===== src/rtl/handshake_serializer_if.sv =====
// Valid-ready bundle for handshake_serializer: wide vector in, element beats out.
// The slave modport is the serializer's view; master is the view of whatever drives it.
interface handshake_serializer_if #(
  parameter int ELEM_W    = 16,
  parameter int NUM_ELEMS = 8
);
  logic                          vec_vld_in;
  logic                          vec_rdy_out;
  logic [NUM_ELEMS*ELEM_W-1:0]   vec_in;
  logic                          vld_out;
  logic                          rdy_in;
  logic [ELEM_W-1:0]             data_out;
  logic                          last_out;

  modport master (
    output vec_vld_in, vec_in, rdy_in,
    input  vec_rdy_out, vld_out, data_out, last_out
  );

  modport slave (
    input  vec_vld_in, vec_in, rdy_in,
    output vec_rdy_out, vld_out, data_out, last_out
  );
endinterface


===== src/rtl/handshake_serializer.sv =====
// Accepts one NUM_ELEMS-element vector per upstream handshake and streams it out
// element by element, refilling on the last beat so back-to-back vectors have no bubble.
module handshake_serializer #(
  parameter int ELEM_W    = 16,
  parameter int NUM_ELEMS = 8
) (
  input  logic                  clk,
  input  logic                  rst,
  handshake_serializer_if.slave bus
);
  localparam int CNT_W = (NUM_ELEMS > 1) ? $clog2(NUM_ELEMS) : 1;
  localparam logic [CNT_W-1:0] LAST_IDX = CNT_W'(NUM_ELEMS - 1);

  typedef enum logic {IDLE, SEND} state_t;

  state_t                      state, state_nxt;
  logic [CNT_W-1:0]            cnt, cnt_nxt;
  logic [NUM_ELEMS*ELEM_W-1:0] vec_reg, vec_nxt;
  logic                        busy;
  logic                        last;
  logic                        take_vec;

  assign busy     = (state == SEND);
  assign last     = busy && (cnt == LAST_IDX);
  // A new vector may enter while idle or on the very cycle the final beat is consumed.
  assign take_vec = bus.vec_vld_in && (!busy || (bus.rdy_in && last));

  always_ff @(posedge clk) begin
    if (rst) begin
      state   <= IDLE;
      cnt     <= '0;
      vec_reg <= '0;
    end else begin
      state   <= state_nxt;
      cnt     <= cnt_nxt;
      vec_reg <= vec_nxt;
    end
  end

  always_comb begin
    state_nxt = state;
    cnt_nxt   = cnt;
    vec_nxt   = vec_reg;
    if (take_vec) begin
      state_nxt = SEND;
      cnt_nxt   = '0;
      vec_nxt   = bus.vec_in;
    end else if (busy && bus.rdy_in) begin
      if (last) begin
        state_nxt = IDLE;
        cnt_nxt   = '0;
      end else begin
        cnt_nxt = cnt + CNT_W'(1);
      end
    end
  end

  always_comb begin
    bus.vld_out     = busy;
    bus.last_out    = last;
    bus.vec_rdy_out = !busy || (bus.rdy_in && last);
    bus.data_out    = '0;
    for (int unsigned i = 0; i < NUM_ELEMS; i++) begin
      if (cnt == CNT_W'(i)) bus.data_out = vec_reg[i*ELEM_W +: ELEM_W];
    end
  end
endmodule


===== src/flat_wrapper.sv =====
// flat-port wrapper written by rule: the top's interface ports become plain ports
module handshake_serializer_flat 
#(
  parameter int ELEM_W    = 16,
  parameter int NUM_ELEMS = 8
)
  (clk, rst, bus_vec_vld_in, bus_vec_in, bus_rdy_in, bus_vec_rdy_out, bus_vld_out, bus_data_out, bus_last_out);
  handshake_serializer_if #(.ELEM_W(ELEM_W), .NUM_ELEMS(NUM_ELEMS)) bus_i ();
  input  logic clk;
  input  logic rst;
  input wire logic [$bits(bus_i.vec_vld_in)-1:0] bus_vec_vld_in;
  input wire logic [$bits(bus_i.vec_in)-1:0] bus_vec_in;
  input wire logic [$bits(bus_i.rdy_in)-1:0] bus_rdy_in;
  output wire logic [$bits(bus_i.vec_rdy_out)-1:0] bus_vec_rdy_out;
  output wire logic [$bits(bus_i.vld_out)-1:0] bus_vld_out;
  output wire logic [$bits(bus_i.data_out)-1:0] bus_data_out;
  output wire logic [$bits(bus_i.last_out)-1:0] bus_last_out;
  assign bus_i.vec_vld_in = bus_vec_vld_in;
  assign bus_i.vec_in = bus_vec_in;
  assign bus_i.rdy_in = bus_rdy_in;
  assign bus_vec_rdy_out = bus_i.vec_rdy_out;
  assign bus_vld_out = bus_i.vld_out;
  assign bus_data_out = bus_i.data_out;
  assign bus_last_out = bus_i.last_out;
  handshake_serializer #(.ELEM_W(ELEM_W), .NUM_ELEMS(NUM_ELEMS)) u_core (.clk(clk), .rst(rst), .bus(bus_i));
endmodule

===== config.mk =====
export PLATFORM = sky130hd
export DESIGN_NAME = handshake_serializer_flat
export DESIGN_NICKNAME = d
export VERILOG_FILES = /design/src/rtl/handshake_serializer_if.sv /design/src/rtl/handshake_serializer.sv /design/src/flat_wrapper.sv
export SDC_FILE = /design/constraint.sdc
export NUM_CORES = 1
export LEC_CHECK = 0
export ABC_AREA = 1
export CAP_MARGIN = 10
export CORE_AREA = 2 2 193 100
export CTS_BUF_LIST = sky130_fd_sc_hd__clkbuf_2 sky130_fd_sc_hd__clkbuf_4 sky130_fd_sc_hd__clkbuf_8
export DETAILED_ROUTE_END_ITERATION = 8
export DIE_AREA = 0 0 195 102
export GPL_ROUTABILITY_DRIVEN = 1
export PLACE_DENSITY_LB_ADDON = 0.15
export SYNTH_ARGS = -nofsm -noshare
export SYNTH_HDL_FRONTEND = slang
export SYNTH_SLANG_ARGS = --single-unit

===== constraint.sdc =====
create_clock -name clk -period 5.8 [get_ports clk]
set_input_delay 1.45 -clock clk [delete_from_list [all_inputs] [get_ports clk]]
set_output_delay 1.45 -clock clk [all_outputs]
set_load 0.02 [all_outputs]

======== After elaboration in Yosys (flattened, before gate mapping) ========
Cells that the tools add are included.
word-level totals
  input port bits ......................... 132
  ROM bits ................................ 0
  latch bits .............................. 0
  register bits ........................... 132
  output and inout bits ................... 19
  logic and storage cells ................. 34
  memories ................................ 0
  memory bits (writable) .................. 0
cells by class
  shifts and indexed selects .............. 0
  mux-type cells .......................... 12
  bitwise logic cells ..................... 0
  reduce and logical (&&, ||, !) cells .... 11
  div/mod/pow operators ................... 0
  eq/ne operators ......................... 7
  add/subtract/negate cells ............... 1
  order comparisons ....................... 0
  multipliers ............................. 0
operator list
  kind                                            count
  2-to-1 mux 16 bit                               8
  == test 3 bit (second input constant)           4
  == test 3 x 2 -> 1 bit (second input constant)  2
  logical AND 1 bit                               4
  nonzero test 2 bit                              2
  adder 3 x 1 -> 3 bit (second input constant)    1
  == test 3 x 1 -> 1 bit (second input constant)  1
  logical NOT 3 bit                               1
  2-to-1 mux 1 bit                                3
  2-to-1 mux 3 bit                                1
  AND reduction 2 bit                             1
  OR reduction 2 bit                              1
  logical NOT 1 bit                               1
  logical OR 1 bit                                1

======== Logic depth before layout (Yosys ltp) ========
Gate-level depths: netlist of run 1.
  depth in word-level cells ............... 9
  gate-level depth with buffers ........... 13
  mapped depth without buffers ............ 12

======== Least setup slack after synthesis of run 1 ========
OpenSTA, ideal clock, no wires.
  path kind ............................... reg2out
  start ................................... register u_core.cnt[2]
  end ..................................... output port bus_data_out[10]
  data required time ...................... 4350 ps
  slack ................................... 2547 ps
  data arrival time ....................... 1803 ps
  cell stages (with the launch flop) ...... 13
  path through ............................ dfxtp_1 > inv_4 > buf_4 > ha_1 > buf_2 > inv_1 > buf_2 > nand3_1 > nand2_1 > nand2_1 > nand2_1 > nand2_1 > nand2_1
between the ends
  word-level cells in the longest chain between the ends .. 9
ends and longest elaborated chain
  what                             line                        text
  start: declaration               handshake_serializer.sv:17  logic [CNT_W-1:0] cnt, cnt_nxt;
  start signal: assignment         handshake_serializer.sv:35  cnt <= cnt_nxt;
  logical NOT 3 bit                handshake_serializer.sv:64  if (cnt == CNT_W'(i)) bus.data_out = vec_reg[i*ELEM_W +: ELEM_W];
  2-to-1 mux 16 bit (7 in series)  handshake_serializer.sv:64
  2-to-1 mux 16 bit (*)            handshake_serializer.sv:64
  end: declaration                 flat_wrapper.sv:16          output wire logic [$bits(bus_i.data_out)-1:0] bus_data_out;
Every way passes the cells marked *; elsewhere a longest branch is shown, timed or not.

======== Final worst setup path of run 1 ========
  start ................................... register u_core.cnt[2]
  end ..................................... output port bus_data_out[7]
Same word-level chain as after synthesis.

==> results of run 1 <==
path summary, 6_finish.rpt:
kind / slack, ns / to / depth (start not counted)
worst max-delay path: 1.16 / bus_data_out[7] / 10
worst min-delay path: 0.46 / u_core.vec_reg[15] / 2
worst max register to register: 2.65 / u_core.vec_reg[100] / 10
worst min register to register: 0.46 / u_core.vec_reg[15] / 2
layer usage:
metal / vias up / routed length, um / global-route usage
li1: 3237 / - / -
met1: 2838 / 9120 / 0.257
met2: 127 / 8100 / 0.309
met3: 7 / 1100 / 0.0442
met4: 0 / 87 / 0.0493
met5: - / 0 / 0
area by class of cell:
cell class	instances	share of cell area
antenna	1	0.000305
clock buffer	23	0.0371
clock inverter	9	0.0153
inverter	59	0.0275
multi-input combinational	715	0.373
sequential	132	0.323
tap	240	0.0367
timing repair buffer	155	0.188
Yosys cell counts (all sizes together):
cell | n | area share
a21oi | 18 | 0.014
buf | 34 | 0.036
clkbuf | 33 | 0.020
dfxtp | 132 | 0.42
ha | 6 | 0.012
inv | 59 | 0.036
nand2 | 189 | 0.12
nand3 | 49 | 0.039
nor2 | 307 | 0.19
o21ai | 131 | 0.10
or2 | 15 | 0.015
cells by family after synthesis:
family,Yosys count
DFF,132
AOI/OAI and AO/OA,149
and+or+nand+nor,560
buffers and inverters,126
adders and majority gates,6
layout by cell type, fill, tap and decap left out, types with 3 or more instances in the layout:
cell type        netlist  final
nor2_1               306    306
nand2_4                2      3
inv_1                 57     56
or2_0                  8      8
ha_1                   6      6
nand2_1              185    185
o21ai_1               11     11
buf_4                  5      5
or2_1                  5      5
dfxtp_1              132    132
clkinv_2               0      5
bufinv_16              0      3
clkdlybuf4s50_1        0    150
nand3_1               49     49
clkbuf_8               0     21
o21ai_0              120    120
a21oi_1               18     18
worst min-delay path, delay by kind of cell (launching register included):
| kind | cells | cell delay [ns] |
|---|---|---|
| compound gates | 1 | 0.05 |
| buf+inv | 1 | 0.06 |
| flops | 1 | 0.30 |
report_power, final:
group          total, uW  switching (uW)  leakage, uW  internal, uW
registers           1020            38.8      0.00109           982
logic                396             215      0.00235           181
clock network        836             358     0.000219           478
total               2250             611      0.00366          1640
through the flow:
stage / utilization / instances / hold WS, ns / power (uW)
4_1_cts: 0.452 / 1333 / 0.461 / 2280
3_3_place_gp: 0.428 / 1301 / 0.445 / 1440
2_1_floorplan: - / 973 / 0.430 / 1250
5_1_grt: 0.452 / 1333 / 0.480 / 2370
3_5_place_dp: 0.428 / 1301 / 0.449 / 1440
6_report: 0.452 / 1334 / 0.457 / 2250
==> impl_metrics.ini, run 1 <==
[outcome]
status = completed

[floorplanning]
dieArea_um2 = 19900
core_area_um2 = 18100
num_rows = 35
start_util = 0.346
dieHeight_um = 102
ios = 151
die_w_um = 195

[clocking]
cts_root_buffer = clkbuf_8
htreeDepth = 4
cts_tree = built
cts_buffers = 17
insertion_delay_ns = 0.43
cts.sinks = 132
post_cts_resize_count = 0
cts_hold_buffers = 0
post_cts_buffers = 0
clk_path_buf_depth = 2
clk_pin_slew_worst_paths_ns = 0.08

[placed_design]
detailedPlacementHpwl_mm = 13.2
gp_congestion = 0.808
port_buffers = 150
pre_cts_slack_ns = 1.60
placed_area_um2 = 7760

[critical_path]
startpoint = u_core.cnt[2]
cpPeakStageDelay_ns = 0.60
cp_cell_sequence = inv_4, ha_1, inv_1, nand3_1, nand2_1, nand2_1, nand2_1, nand2_1, nand2_1, clkdlybuf4s50_1
cp_common_cell = nand2_1
worst_setup_path_end_kind = output port
path_delay_family = buffers and inverters
critPathKind = flip-flop to output port
cp.required_ns = 4.35
cp_max_fo = 18
crit_buf_inv = 3
start_kind = flip-flop
rr_startpoint = u_core.cnt[1]
crit_arrival_ns = 3.19
cp_slowest_cell = clkdlybuf4s50_1

[yosys]
ys_seq_area_frac = 0.422
synth_top_family_by_area = simple AND/OR/NAND/NOR gates
synth_nets = 1111
synth_fa_ha_area_frac = 0.0120
ys_warn_count = 0
syn-cell-area_um2 = 6260
ys_seq_elements = 132
synth_xor_area_frac = 0
synth-simple-area-share = 0.356
syn_avg_cell_area_um2 = 6.44
synth_compound_area_frac = 0.119
synth_cells = 973
synth_mux_area_frac = 0
synth.distinct_cells = 22

[timing]
hold_viol = 0
skew_ns = 0.00883
fin_setup_tns_ns = 0
rsz0062_at_grt = no
tightest_slew_ns = 1.09
max_freq_mhz = 216
drv_slew = 0
setup_slack_ns = 1.16
fin_crit_sh = 0.800
setup-violations-final = 0
period_needed_ns = 4.64
slew_headroom = 0.273

[global_route]
grt_pass1_wl_mm = 29.3
grt_max_degree = 102
track_usage = 0.190
overflow = 0
antenna_found_initial = 0
grt_pass1_vias = 5903

[layout]
multi_input_area_um2 = 3050
layout.nets = 1218
finish.instance_area_um2 = 8190
final_layout_size_suffix_gt1_frac = 0.0430
n_fill_cell = 1934
area_growth_pct = 30.8
largest_register_ffs = 128
regArea_um2 = 2640

[flow_run]
drv_cap = 0

[detailed_routing]
routed_wl_mm = 18.4
viasPerCell = 4.65
drcViolationCount = 0
ant_nets = 0
dr_total_vias = 6209
dr.pass1.iters = 5
drt-initial-drc-count = 379
routedWlPerCell_um = 13.8

[hold_path]
min-delay-start = u_core.vec_reg[15]
hold_path.class = flip-flop to flip-flop

[power_and_ir_drop]
powerDensity_nw_per_um2 = 275
p_leak_uw = 0.00366
ir_worst_vdd_mv = 0.141
Power figures use the tool's default switching activity.
==> inputs of run 2 (changes only) <==
==> constraint.sdc (replaced) <==
create_clock -name clk -period 4.78 [get_ports clk]
set_input_delay 1.195 -clock clk [delete_from_list [all_inputs] [get_ports clk]]
set_output_delay 1.195 -clock clk [all_outputs]
set_load 0.02 [all_outputs]
==> run 2 against run 1 <==
  * Final cell count is 0.15% higher
  * Wire length is 0.39% higher
  * Flip-flop and latch count stayed put
  * Design area is 1.1% higher
  * Total power is 28% higher
  * Critical path type unchanged
  * Sequential power is 22% higher
  * Core utilization is 0.52 points higher
  * Non-clock buffer count is 3 higher
  * First-iteration DRC count is 13% lower
  * Clock skew is 0.0065 ns higher
  * Register-to-register slack worse by 0.85 ns
  * Worst hold slack hardly changed
==> impl_metrics.ini, run 2 (synthesized netlist as in run 1, its figures left out) <==
[timing]
fin_crit_sh = 0.927
tightest_slew_ns = 1.17
hold_ws_ns = 0.457
rsz0062_at_grt = no
setup-violations-final = 0
max_freq_mhz = 226
slew_headroom = 0.218
fin_setup_tns_ns = 0
period_needed_ns = 4.43
skew_ns = 0.0153
hold_viol = 0
drv_slew = 0

[floorplanning]
dieHeight_um = 102
num_rows = 35
core_area_um2 = 18100
start_util = 0.346
dieArea_um2 = 19900
ios = 151
die_w_um = 195

[clocking]
cts_buffers = 17
post_cts_buffers = 0
cts_tree = built
cts.sinks = 132
clk_pin_slew_worst_paths_ns = 0.08
htreeDepth = 4
cts_hold_buffers = 0
insertion_delay_ns = 0.44
cts_root_buffer = clkbuf_8
post_cts_resize_count = 0
clk_path_buf_depth = 2

[layout]
final_cell_mix = nor2_1, nand2_1, clkdlybuf4s50_1, dfxtp_1, o21ai_0
antennaDiodeCount = 0
largest_register_ffs = 128
finish.instance_area_um2 = 8290
stdcell_count = 1336
layout.nets = 1221
final_layout_size_suffix_gt1_frac = 0.0456
area_growth_pct = 32.3
final_common_cell = nor2_1

[power_and_ir_drop]
powerDensity_nw_per_um2 = 347
ir_worst_vdd_mv = 0.165
p_leak_uw = 0.00371

[placed_design]
gp_congestion = 0.838
port_buffers = 150
detailedPlacementHpwl_mm = 13.0
dp_cells = 1304
placed_area_um2 = 7800

[hold_path]
min-delay-start = u_core.vec_reg[4]
hold_path_depth = 2
holdPathEnd = u_core.vec_reg[4]
hold_path.class = flip-flop to flip-flop

[global_route]
track_usage = 0.190
overflow = 0
grt_pass1_wl_mm = 29.3
grt_pass1_vias = 5944
grt_max_degree = 114
antenna_found_initial = 1

[detailed_routing]
drcViolationCount = 0
routedWlPerCell_um = 13.8
drt-initial-drc-count = 330
dr_total_vias = 6191
ant_nets = 0
viasPerCell = 4.63
dr.pass1.iters = 4
routed_wl_mm = 18.5

[critical_path]
cp_max_fo = 18
reg2regPathDepth = 10
cp.required_ns = 3.59
regToRegEndpoint = u_core.vec_reg[37]
critPathKind = flip-flop to output port
rr_startpoint = u_core.cnt[0]
crit_arrival_ns = 3.24
worst_setup_path_end_kind = output port
start_kind = flip-flop
r2r_setup_slack_ns = 1.80

[flow_run]
drv_cap = 0

[outcome]
status = completed
==> run 2: cell types whose count changed in the layout (fill, tap and decap cells not counted), sizes merged <==
cell and delta:
buf +3, bufinv +3, clkbuf -3, clkinv +1, clkinvlp -1, diode -1
==> run 2: layout make-up <==
| type | instances | area [um2] |
|---|---|---|
| Clock buffer | 20 | 263 |
| Timing Repair Buffer | 158 | 1570 |
| Clock inverter | 12 | 228 |
| Tap cell | 240 | 300 |
| Multi-Input combinational cell | 715 | 3050 |
| Sequential cell | 132 | 2640 |
| Fill cell | 1941 | 9840 |
| Inverter | 59 | 225 |
==> run 2: power by group <==
group / total (uW) / switching (uW) / internal [uW] / leakage (uW)
sequential: 1240 / 47.7 / 1190 / 0.00109
combinational: 480 / 258 / 222 / 0.00237
clock: 1160 / 454 / 702 / 0.000244
total: 2880 / 760 / 2120 / 0.00371
==> run 2: worst max-delay path, cell delays in order, from the launching register on <==
cell and delay, ns:
dfxtp_1 0.51, inv_4 0.16, ha_1 0.43, inv_1 0.45, o21ai_0 0.20, inv_1 0.09, nand2_1 0.06, nand2_1 0.07
nand2_1 0.06, nand2_1 0.05, nand2_1 0.04, nand2_1 0.06, clkdlybuf4s50_1 0.60
==> run 2: worst max path at each step <==
stage / slack (ns) / endpoint / start
2_1_floorplan: 1.78 / bus_data_out[10] / u_core.cnt[2]
4_1_cts: 0.33 / bus_data_out[14] / u_core.cnt[2]
6_report: 0.35 / bus_data_out[14] / u_core.cnt[2]
5_1_grt: 0.1 / bus_data_out[14] / u_core.cnt[2]
3_5_place_dp: 0.83 / bus_data_out[14] / u_core.cnt[2]
3_3_place_gp: 0.86 / bus_data_out[14] / u_core.cnt[2]
==> run 2: per-layer routing <==
layer | wire length, um | vias up | part of all wire | GRT usage
met5 | 13 | - | 0.00070 | 0
met4 | 210 | 2 | 0.011 | 0.0611
met3 | 1040 | 20 | 0.056 | 0.0469
met2 | 8080 | 130 | 0.44 | 0.302
met1 | 9130 | 2809 | 0.49 | 0.256
li1 | - | 3230 | - | -
==> run 2: stage by stage <==
step	power [uW]	setup slack [ns]	util
2_1_floorplan	1520	1.78	-
3_3_place_gp	1740	0.861	0.430
3_5_place_dp	1750	0.831	0.430
4_1_cts	2910	0.327	0.457
5_1_grt	3020	0.0962	0.457
6_report	2880	0.349	0.457
